`config.mk`:
```
export PLATFORM = sky130hd
export DESIGN_NAME = fetch_unit
export DESIGN_NICKNAME = d
export VERILOG_FILES = /design/src/rtl/fetch_unit_pkg.sv /design/src/rtl/fetch_unit_npc.sv /design/src/rtl/fetch_unit.sv
export SDC_FILE = /design/constraint.sdc
export NUM_CORES = 1
export LEC_CHECK = 0
export ABC_AREA = 1
export BUFFER_PORTS_ARGS = -buffer_cell sky130_fd_sc_hd__buf_2
export CAP_MARGIN = 10
export CORE_MARGIN = 3
export CORE_UTILIZATION = 34
export DETAILED_ROUTE_END_ITERATION = 8
export PLACE_DENSITY_LB_ADDON = 0.1
export SETUP_SLACK_MARGIN = 0.1
export SYNTH_ARGS = -nofsm -noshare
export SYNTH_HDL_FRONTEND = slang
export SYNTH_SLANG_ARGS = --single-unit
export TNS_END_PERCENT = 100
```
`constraint.sdc`:
```
create_clock -name clk -period 4.4 [get_ports clk]
set_input_delay 0 -clock clk [delete_from_list [all_inputs] [get_ports clk]]
set_output_delay 0 -clock clk [all_outputs]
set_load 0.02 [all_outputs]
```
`src/rtl/fetch_unit_pkg.sv`:
```
// Shared types and constants for the instruction fetch front end.
package fetch_unit_pkg;

  typedef logic [25:0] u26;
  typedef logic [31:0] u32;

  localparam int unsigned WORD_BYTES = 4;

  typedef enum logic [2:0] {
    IDLE,
    REQ,
    WAIT,
    HOLD,
    FAULT
  } fetch_state_e;

endpackage

```
`src/rtl/fetch_unit_npc.sv`:
```
// Combinational next-PC select: jump beats branch, branch beats sequential.
module fetch_npc
  import fetch_unit_pkg::*;
(
  input  u32   instr_pc,
  input  logic pcsrc,
  input  u32   pcbranch,
  input  logic jump,
  input  u26   jidx,
  output u32   npc,
  output logic misaligned
);

  u32 pc_plus4;

  always_comb begin
    pc_plus4 = instr_pc + u32'(WORD_BYTES);
    if (jump) begin
      npc = {pc_plus4[31:28], jidx, 2'b00};
    end else if (pcsrc) begin
      npc = pcbranch;
    end else begin
      npc = pc_plus4;
    end
    misaligned = (npc[1:0] != 2'b00);
  end

endmodule

```
`src/rtl/fetch_unit.sv`:
```
// Instruction fetch FSM: one request in flight, holds each instruction until
// the core consumes it, then redirects to the selected next PC.
module fetch_unit
  import fetch_unit_pkg::*;
#(
  parameter logic [31:0] RESET_PC = 32'h0000_0000
) (
  input  logic        clk,
  input  logic        reset,
  output logic        imem_req_valid,
  output logic [31:0] imem_req_addr,
  input  logic        imem_req_ready,
  input  logic        imem_resp_valid,
  input  logic [31:0] imem_resp_data,
  output logic        instr_valid,
  output logic [31:0] instr,
  output logic [31:0] instr_pc,
  input  logic        instr_ready,
  input  logic        pcsrc,
  input  logic [31:0] pcbranch,
  input  logic        jump,
  input  logic [25:0] jidx,
  output logic        fault,
  output logic [31:0] retired
);

  fetch_state_e state_q, state_d;
  u32           pc_q, pc_d;
  u32           instr_q, instr_d;
  u32           instr_pc_q, instr_pc_d;
  logic         instr_valid_q, instr_valid_d;
  logic         fault_q, fault_d;
  u32           retired_q, retired_d;

  u32   npc;
  logic npc_misaligned;

  fetch_npc u_npc (
    .instr_pc   (instr_pc_q),
    .pcsrc      (pcsrc),
    .pcbranch   (pcbranch),
    .jump       (jump),
    .jidx       (jidx),
    .npc        (npc),
    .misaligned (npc_misaligned)
  );

  // NOTE: every signal gets its hold value first so no path infers a latch.
  always_comb begin
    state_d       = state_q;
    pc_d          = pc_q;
    instr_d       = instr_q;
    instr_pc_d    = instr_pc_q;
    instr_valid_d = instr_valid_q;
    fault_d       = fault_q;
    retired_d     = retired_q;

    unique case (state_q)
      IDLE: state_d = REQ;
      REQ: begin
        if (imem_req_ready) state_d = WAIT;
      end
      WAIT: begin
        if (imem_resp_valid) begin
          instr_d       = imem_resp_data;
          instr_pc_d    = pc_q;
          instr_valid_d = 1'b1;
          state_d       = HOLD;
        end
      end
      HOLD: begin
        // Redirect inputs only matter on the consume cycle.
        if (instr_ready) begin
          instr_valid_d = 1'b0;
          retired_d     = retired_q + 32'd1;
          if (npc_misaligned) begin
            fault_d = 1'b1;
            state_d = FAULT;
          end else begin
            pc_d    = npc;
            state_d = REQ;
          end
        end
      end
      FAULT: state_d = FAULT;
      default: state_d = IDLE;
    endcase
  end

  // NOTE: sequential state uses non-blocking assignments only.
  always_ff @(posedge clk) begin
    if (reset) begin
      state_q       <= IDLE;
      pc_q          <= RESET_PC;
      instr_q       <= '0;
      instr_pc_q    <= '0;
      instr_valid_q <= 1'b0;
      fault_q       <= 1'b0;
      retired_q     <= '0;
    end else begin
      state_q       <= state_d;
      pc_q          <= pc_d;
      instr_q       <= instr_d;
      instr_pc_q    <= instr_pc_d;
      instr_valid_q <= instr_valid_d;
      fault_q       <= fault_d;
      retired_q     <= retired_d;
    end
  end

  assign imem_req_valid = (state_q == REQ);
  assign imem_req_addr  = pc_q;
  assign instr_valid    = instr_valid_q;
  assign instr          = instr_q;
  assign instr_pc       = instr_pc_q;
  assign fault          = fault_q;
  assign retired        = retired_q;

endmodule

```
==> results of run 1 <==
==> cells in the mapped netlist (7+ instances only) <==
cell and instances:
a21oi_1 135, a22o_1 10, buf_2 14, clkbuf_1 30, dfxtp_1 133, inv_1 69, nand2_1 258, nand3_1 87
nand4_1 7, nor2_1 130, nor3_1 10, o21ai_0 75
==> cells by family after synthesis <==
group / count (synthesis) / synth area share (%)
flops: 133 / 40.2
fa+ha+maj: 2 / 0.378
simple gates: 511 / 32.5
compound gates: 236 / 18.9
xor+xnor: 6 / 0.793
buf+inv: 122 / 7.29
==> metrics by stage <==
| step | instance area, µm² | hold WS (ps) | power, mW |
|---|---|---|---|
| final | 9320 | 26.9 | 3.04 |
| after global routing | 9320 | 45.3 | 3.17 |
| after CTS | 9320 | 6.44 | 3.06 |
| after detailed placement | 7920 | 279 | 1.67 |
| after global placement | 7920 | 273 | 1.67 |
| after floorplan | 6630 | 165 | 1.52 |
==> worst register-to-register path, stage by stage (launching register included) <==
cell and delay (ps):
dfxtp_1 440, nand4_4 370, nor2_2 370, buf_4 380, inv_2 330, a21oi_1 240, a21oi_1 90, dlygate4sd3_1 570
==> final cells by class <==
cell class	instances	share of cell area [%]
multi-input cells	755	37.4
clock inverters	9	0.873
inverters	76	3.06
well taps	260	3.49
repair buffers	316	21.6
clock buffers	21	4.94
flip-flops and latches	133	28.6
==> per-layer routing <==
metal	share of wire [%]	vias to the layer above
met5	0.12	-
met4	1.8	6
met3	8.0	31
met2	44	268
met1	46	3561
li1	-	3901
==> registers in the layout (all words and copies together) (netlist names) <==
name           flops
fault              1
state_q            3
retired           32
instr             32
imem_req_addr     32
instr_valid        1
instr_pc          32
==> power breakdown <==
part           internal [mW]  switching (mW)
clock                  0.797           0.541
sequential              1.25          0.0475
combinational          0.167           0.241
total                   2.21           0.829
==> how the worst max path moves through the flow <==
stage                            start                              to  slack, ps  depth (start not counted)
6_report                          jump   imem_req_addr[7]$_SDFFE_PP0P_       1250                         12
5_1_grt                           jump   imem_req_addr[7]$_SDFFE_PP0P_        950                         12
4_1_cts                           jump   imem_req_addr[6]$_SDFFE_PP0P_       1320                         12
3_5_place_dp                      jump  imem_req_addr[29]$_SDFFE_PP0P_       1400                         12
3_3_place_gp                      jump  imem_req_addr[28]$_SDFFE_PP0P_       1540                         12
2_1_floorplan  retired[1]$_SDFFE_PP0P_        retired[22]$_SDFFE_PP0P_       2740                         10
==> run_results.csv, run 1 <==
group,metric,value,unit
run_status,outcome,"complete, no violations",
finish,multi_input_area,0.00348,mm²
worst_hold_path,hold_path_end,"imem_req_addr[27]$_SDFFE_PP0P_",
sta,final-hold-violation-count,0,
synth,yosysTopAreaCell,"dfxtp_1",
finish,postLayoutCoreUtil,49.1,%
global_routing,grt_max_degree,71,
clock_network,cts_tree,"yes",
sta,slew_headroom,24.0,%
setup_path,crit_slowest_cell,"dlygate4sd3_1",
synth,avgSynthCellArea,6.56,µm²
clock_network,cts_max_level,4,
drt,viasPerCell,4.95,
finish,antenna_cells,0,
clock_network,cts-hold-fix-buffers,85,
global_routing,grt_antenna_before_repair,3,
placed_design,dp_hpwl,16900,µm
synth,synth_warnings,0,
pwr,power.density,327,mW/mm²
worst_hold_path,hold_depth,5,
sta,drv_slew,0,
synth,synth_fp_nets,1109,
setup_path,critPathTopFamily,"buffers and inverters",
setup_path,regToRegEndpoint,"imem_req_addr[7]$_SDFFE_PP0P_",
floorplanning,fp.coreArea,0.0190,mm²
pwr,leakagePower,3.95,nW
setup_path,path_cells,"buf_2 > inv_2 > nand2_1 > inv_2 > o21ai_1 > nand2_1 > nor2_2 > buf_4 > inv_2 > a21oi_1 > a21oi_1 > dlygate4sd3_1",
drt,drc,0,
synth,synth_edf_count,0,
sta,max_clock_freq,0.318,GHz
placed_design,globalplace.congestion,0.837,
drt,num_vias,7767,
placed_design,placed_cells_incl_taps,1455,
floorplanning,die_height,146,µm
synth,ys_types,35,
setup_path,cp_max_fo,31,
sta,finalSetupViolations,0,
finish,instances_no_fill,1570,
placed_design,dp_slack,1400,ps
setup_path,crit_type,"input pin to register",
flow_run,max_cap_violations,0,
clock_network,post_cts_buffers,0,
global_routing,grt_util_met1,30.9,%
finish,layout_common_cells,"nand2_1, buf_2, a21oi_1",
clock_network,worstSkewPairLatency,420,ps
setup_path,critPathMaxStageDelay,570,ps
synth,netlist_top_cells_area,"dfxtp_1, nand2_1, a21oi_1, nor2_1, nand3_1",
clock_network,cts_resized,0,
floorplanning,initial_utilization,35.0,%
sta,fin_skew,7.76,ps
finish,areaGrowthSynthToFinish,40.6,%
setup_path,rr_startpoint,"state_q[0]$_SDFFE_PP0P_",
global_routing,grt_use_met3,6.60,%
synth,synth_top_area_share,40.2,%
global_routing,grt_use_total,22.6,%
floorplanning,ios,228,
global_routing,busiest_layer,"met2",
floorplanning,design.die.area,0.0212,mm²
synth,synth-seq-cells,133,
setup_path,critPathCaptureType,"register",
synth,seq_area_frac_synth,40.2,%
sta,fin_crit_sh,71.6,%
global_routing,grt_pass1_wl,39400,µm
drt,wl_per_cell,15.4,µm
drt,drt_iter0_markers,466,
finish,seq_area,0.00266,mm²
global_routing,grt_pass1_vias,7412,
setup_path,cpMostUsedCell,"inv_2",
setup_path,reg2reg_depth,7,
floorplanning,dieWidth,146,µm
drt,drt-total-wl,24200,µm
clock_network,root_buffer,"clkbuf_16",
clock_network,cts_buffer_depth,2,
drt,drtPass1Iterations,5,
clock_network,numCtsBuffers,17,
worst_hold_path,min_path_type,"input pin to register",
global_routing,use_met2,35.2,%
sta,setup_ws,1250,ps
sta,rsz0062_at_grt,"no",
floorplanning,num_rows,50,
synth,synth_flop_cell,"dfxtp_1",
setup_path,critPathLaunchType,"input pin",
synth,async_reset_ff_share,0,%
sta,fin_crit,3150,ps
finish,layout.nets,1398,
setup_path,cp.required,4700,ps
synth,syn_area,0.00663,mm²
sta,worst_pin_slew,1140,ps
worst_hold_path,min-delay-start,"pcbranch[27]",
setup_path,cp.arrival,3450,ps
placed_design,io_buffers,227,
finish,layout-drive-gt1-share,21.4,%
global_routing,gr-total-overflow,0,
sta,setup-tns-final,0,ps
finish,layout_commonest_cell,"nand2_1",
setup_path,cp.buffers_inverters,6,
setup_path,reg2reg_slack,1510,ps
synth,syn-instance-count,1010,
clock_network,clock_sinks,133,
drt,ant_nets,0,
pwr,ir_drop,0.262,mV
clock_network,path_clk_slew,60,ps
finish,nFillCells,1979,
No activity file was read; power rests on OpenSTA's default activity.
==> run 2, diff against run 1 <==
- clock period: 4.4 -> 2.9 ns (I/O delays scaled with it)
==> run 2 against run 1 <==
Against the previous run: global-route usage is 0.21 points higher; largest cell class unchanged; clock skew is 1.9 ps higher; first-iteration DRC count increased by 6.0%; highest routed layer unchanged.
==> run_results.csv, run 2 (synthesized netlist as in run 1, its figures left out) <==
group,metric,value,unit
run_status,outcome,"complete, no violations",
placed_design,placed_cells_incl_taps,1457,
floorplanning,initial_utilization,35.0,%
worst_hold_path,hold_path_end,"imem_req_addr[2]$_SDFFE_PP0P_",
sta,fin_crit_sh,88.1,%
finish,multi_input_area,0.00348,mm²
clock_network,cts_max_level,4,
finish,nFillCells,1954,
sta,fin_skew,9.68,ps
setup_path,cpMostUsedCell,"a21oi_1",
setup_path,cp.required,3270,ps
floorplanning,num_rows,50,
sta,drv_slew,0,
finish,layout_common_cells,"nand2_1, buf_2, a21oi_1",
flow_run,max_cap_violations,0,
finish,seq_area,0.00266,mm²
setup_path,crit_type,"register to register",
setup_path,critPathLaunchType,"register",
clock_network,path_clk_slew,60,ps
setup_path,critPathMaxStageDelay,560,ps
pwr,power.density,521,mW/mm²
clock_network,post_cts_buffers,0,
clock_network,cts-hold-fix-buffers,84,
finish,layout.nets,1399,
floorplanning,ios,228,
setup_path,critPathTopFamily,"simple AND/OR/NAND/NOR gates",
setup_path,cp_max_fo,5,
sta,setup_ws,346,ps
drt,num_vias,7794,
global_routing,grt_pass1_wl,39800,µm
global_routing,grt_util_met1,30.0,%
sta,max_clock_freq,0.392,GHz
placed_design,globalplace.congestion,0.892,
placed_design,dp_slack,718,ps
global_routing,grt_max_degree,95,
setup_path,rr_startpoint,"instr_pc[3]$_SDFFE_PP0P_",
setup_path,reg2reg_slack,350,ps
drt,wl_per_cell,15.7,µm
placed_design,io_buffers,227,
global_routing,gr-total-overflow,0,
setup_path,crit_slowest_cell,"dlygate4sd3_1",
setup_path,regToRegEndpoint,"imem_req_addr[10]$_SDFFE_PP0P_",
placed_design,dp_hpwl,17000,µm
worst_hold_path,hold_depth,3,
floorplanning,die_height,146,µm
drt,viasPerCell,4.95,
worst_hold_path,min_path_type,"input pin to register",
sta,worst_hold_slack,23.8,ps
sta,rsz0062_at_grt,"no",
sta,final-hold-violation-count,0,
clock_network,cts_resized,0,
global_routing,grt_use_total,22.9,%
finish,layout-drive-gt1-share,21.7,%
finish,instances_no_fill,1573,
pwr,leakagePower,4.01,nW
global_routing,grt_use_met3,6.45,%
floorplanning,design.die.area,0.0212,mm²
setup_path,critPathCaptureType,"register",
clock_network,cts_buffer_depth,2,
clock_network,root_buffer,"clkbuf_16",
floorplanning,fp.coreArea,0.0190,mm²
setup_path,path_cells,"ha_1 > nand3_1 > nor2_1 > nand2_1 > a21oi_1 > o21ai_0 > a21oi_1 > dlygate4sd3_1",
worst_hold_path,min-delay-start,"jidx[0]",
global_routing,grt_antenna_before_repair,2,
finish,layout_commonest_cell,"nand2_1",
floorplanning,dieWidth,146,µm
drt,drc,0,
setup_path,cp.buffers_inverters,1,
setup_path,reg2reg_depth,8,
global_routing,grt_pass1_vias,7605,
clock_network,cts_tree,"yes",
clock_network,numCtsBuffers,17,
sta,worst_pin_slew,741,ps
sta,fin_crit,2550,ps
drt,drt-total-wl,24700,µm
drt,ant_nets,0,
drt,drtPass1Iterations,5,
sta,finalSetupViolations,0,
global_routing,use_met2,36.9,%
finish,antenna_cells,0,
global_routing,busiest_layer,"met2",
pwr,ir_drop,0.428,mV
clock_network,worstSkewPairLatency,430,ps
sta,setup-tns-final,0,ps
finish,areaGrowthSynthToFinish,42.1,%
clock_network,clock_sinks,133,
sta,slew_headroom,50.6,%
setup_path,cp.arrival,2930,ps
drt,drt_iter0_markers,494,
[run 2: cell types whose count changed in the layout (fill, tap and decap cells not counted), sizes merged]
| cell | delta |
|---|---|
| clkbuf | +1 |
| dlygate4sd3 | -1 |
| bufinv | +2 |
| clkinvlp | -2 |
| buf | +2 |
| clkinv | -2 |
| inv | +3 |
[run 2: how the worst max path moves through the flow]
stage                                        start                              to  slack, ps  cells after the start
final                     instr_pc[3]$_SDFFE_PP0P_  imem_req_addr[10]$_SDFFE_PP0P_        350                      8
after global routing      instr_pc[3]$_SDFFE_PP0P_  imem_req_addr[10]$_SDFFE_PP0P_        280                      8
after CTS                 instr_pc[3]$_SDFFE_PP0P_   imem_req_addr[8]$_SDFFE_PP0P_        470                      8
after detailed placement                      jump  imem_req_addr[31]$_SDFFE_PP0P_        720                     11
after global placement                        jump  imem_req_addr[31]$_SDFFE_PP0P_        820                     11
after floorplan            retired[1]$_SDFFE_PP0P_        retired[22]$_SDFFE_PP0P_       1240                     10
[run 2: power by group]
| group | internal, mW | switching (mW) |
|---|---|---|
| Sequential | 1.89 | 0.0695 |
| Clock | 1.45 | 0.866 |
| Combinational | 0.257 | 0.373 |
| Total | 3.60 | 1.31 |
[run 2: stage by stage]
stage	utilization [%]	cell area, µm²	total power [mW]
after floorplan	-	6630	2.31
after global placement	41.9	7950	2.54
after detailed placement	41.9	7950	2.54
after CTS	49.7	9420	4.94
after global routing	49.7	9420	5.08
final	49.7	9420	4.91
[run 2: area by class of cell]
class / instances / share of cell area, %
tap: 260 / 3.45
timing repair buffer: 317 / 21.6
inverter: 76 / 3.03
sequential: 133 / 28.3
multi-input combinational: 755 / 37.0
clock buffer: 22 / 5.14
clock inverter: 10 / 1.51
[run 2: worst register-to-register path, cell delays in order (launching register included)]
cell	delay, ps
dfxtp_1	430
ha_1	230
nand3_1	220
nor2_1	340
nand2_1	210
a21oi_1	220
o21ai_0	130
a21oi_1	160
dlygate4sd3_1	560
[run 2: layer usage]
| metal | vias to the layer above | wire length, µm |
|---|---|---|
| li1 | 3913 | - |
| met1 | 3562 | 11100 |
| met2 | 282 | 11300 |
| met3 | 33 | 1860 |
| met4 | 4 | 415 |
| met5 | - | 19 |
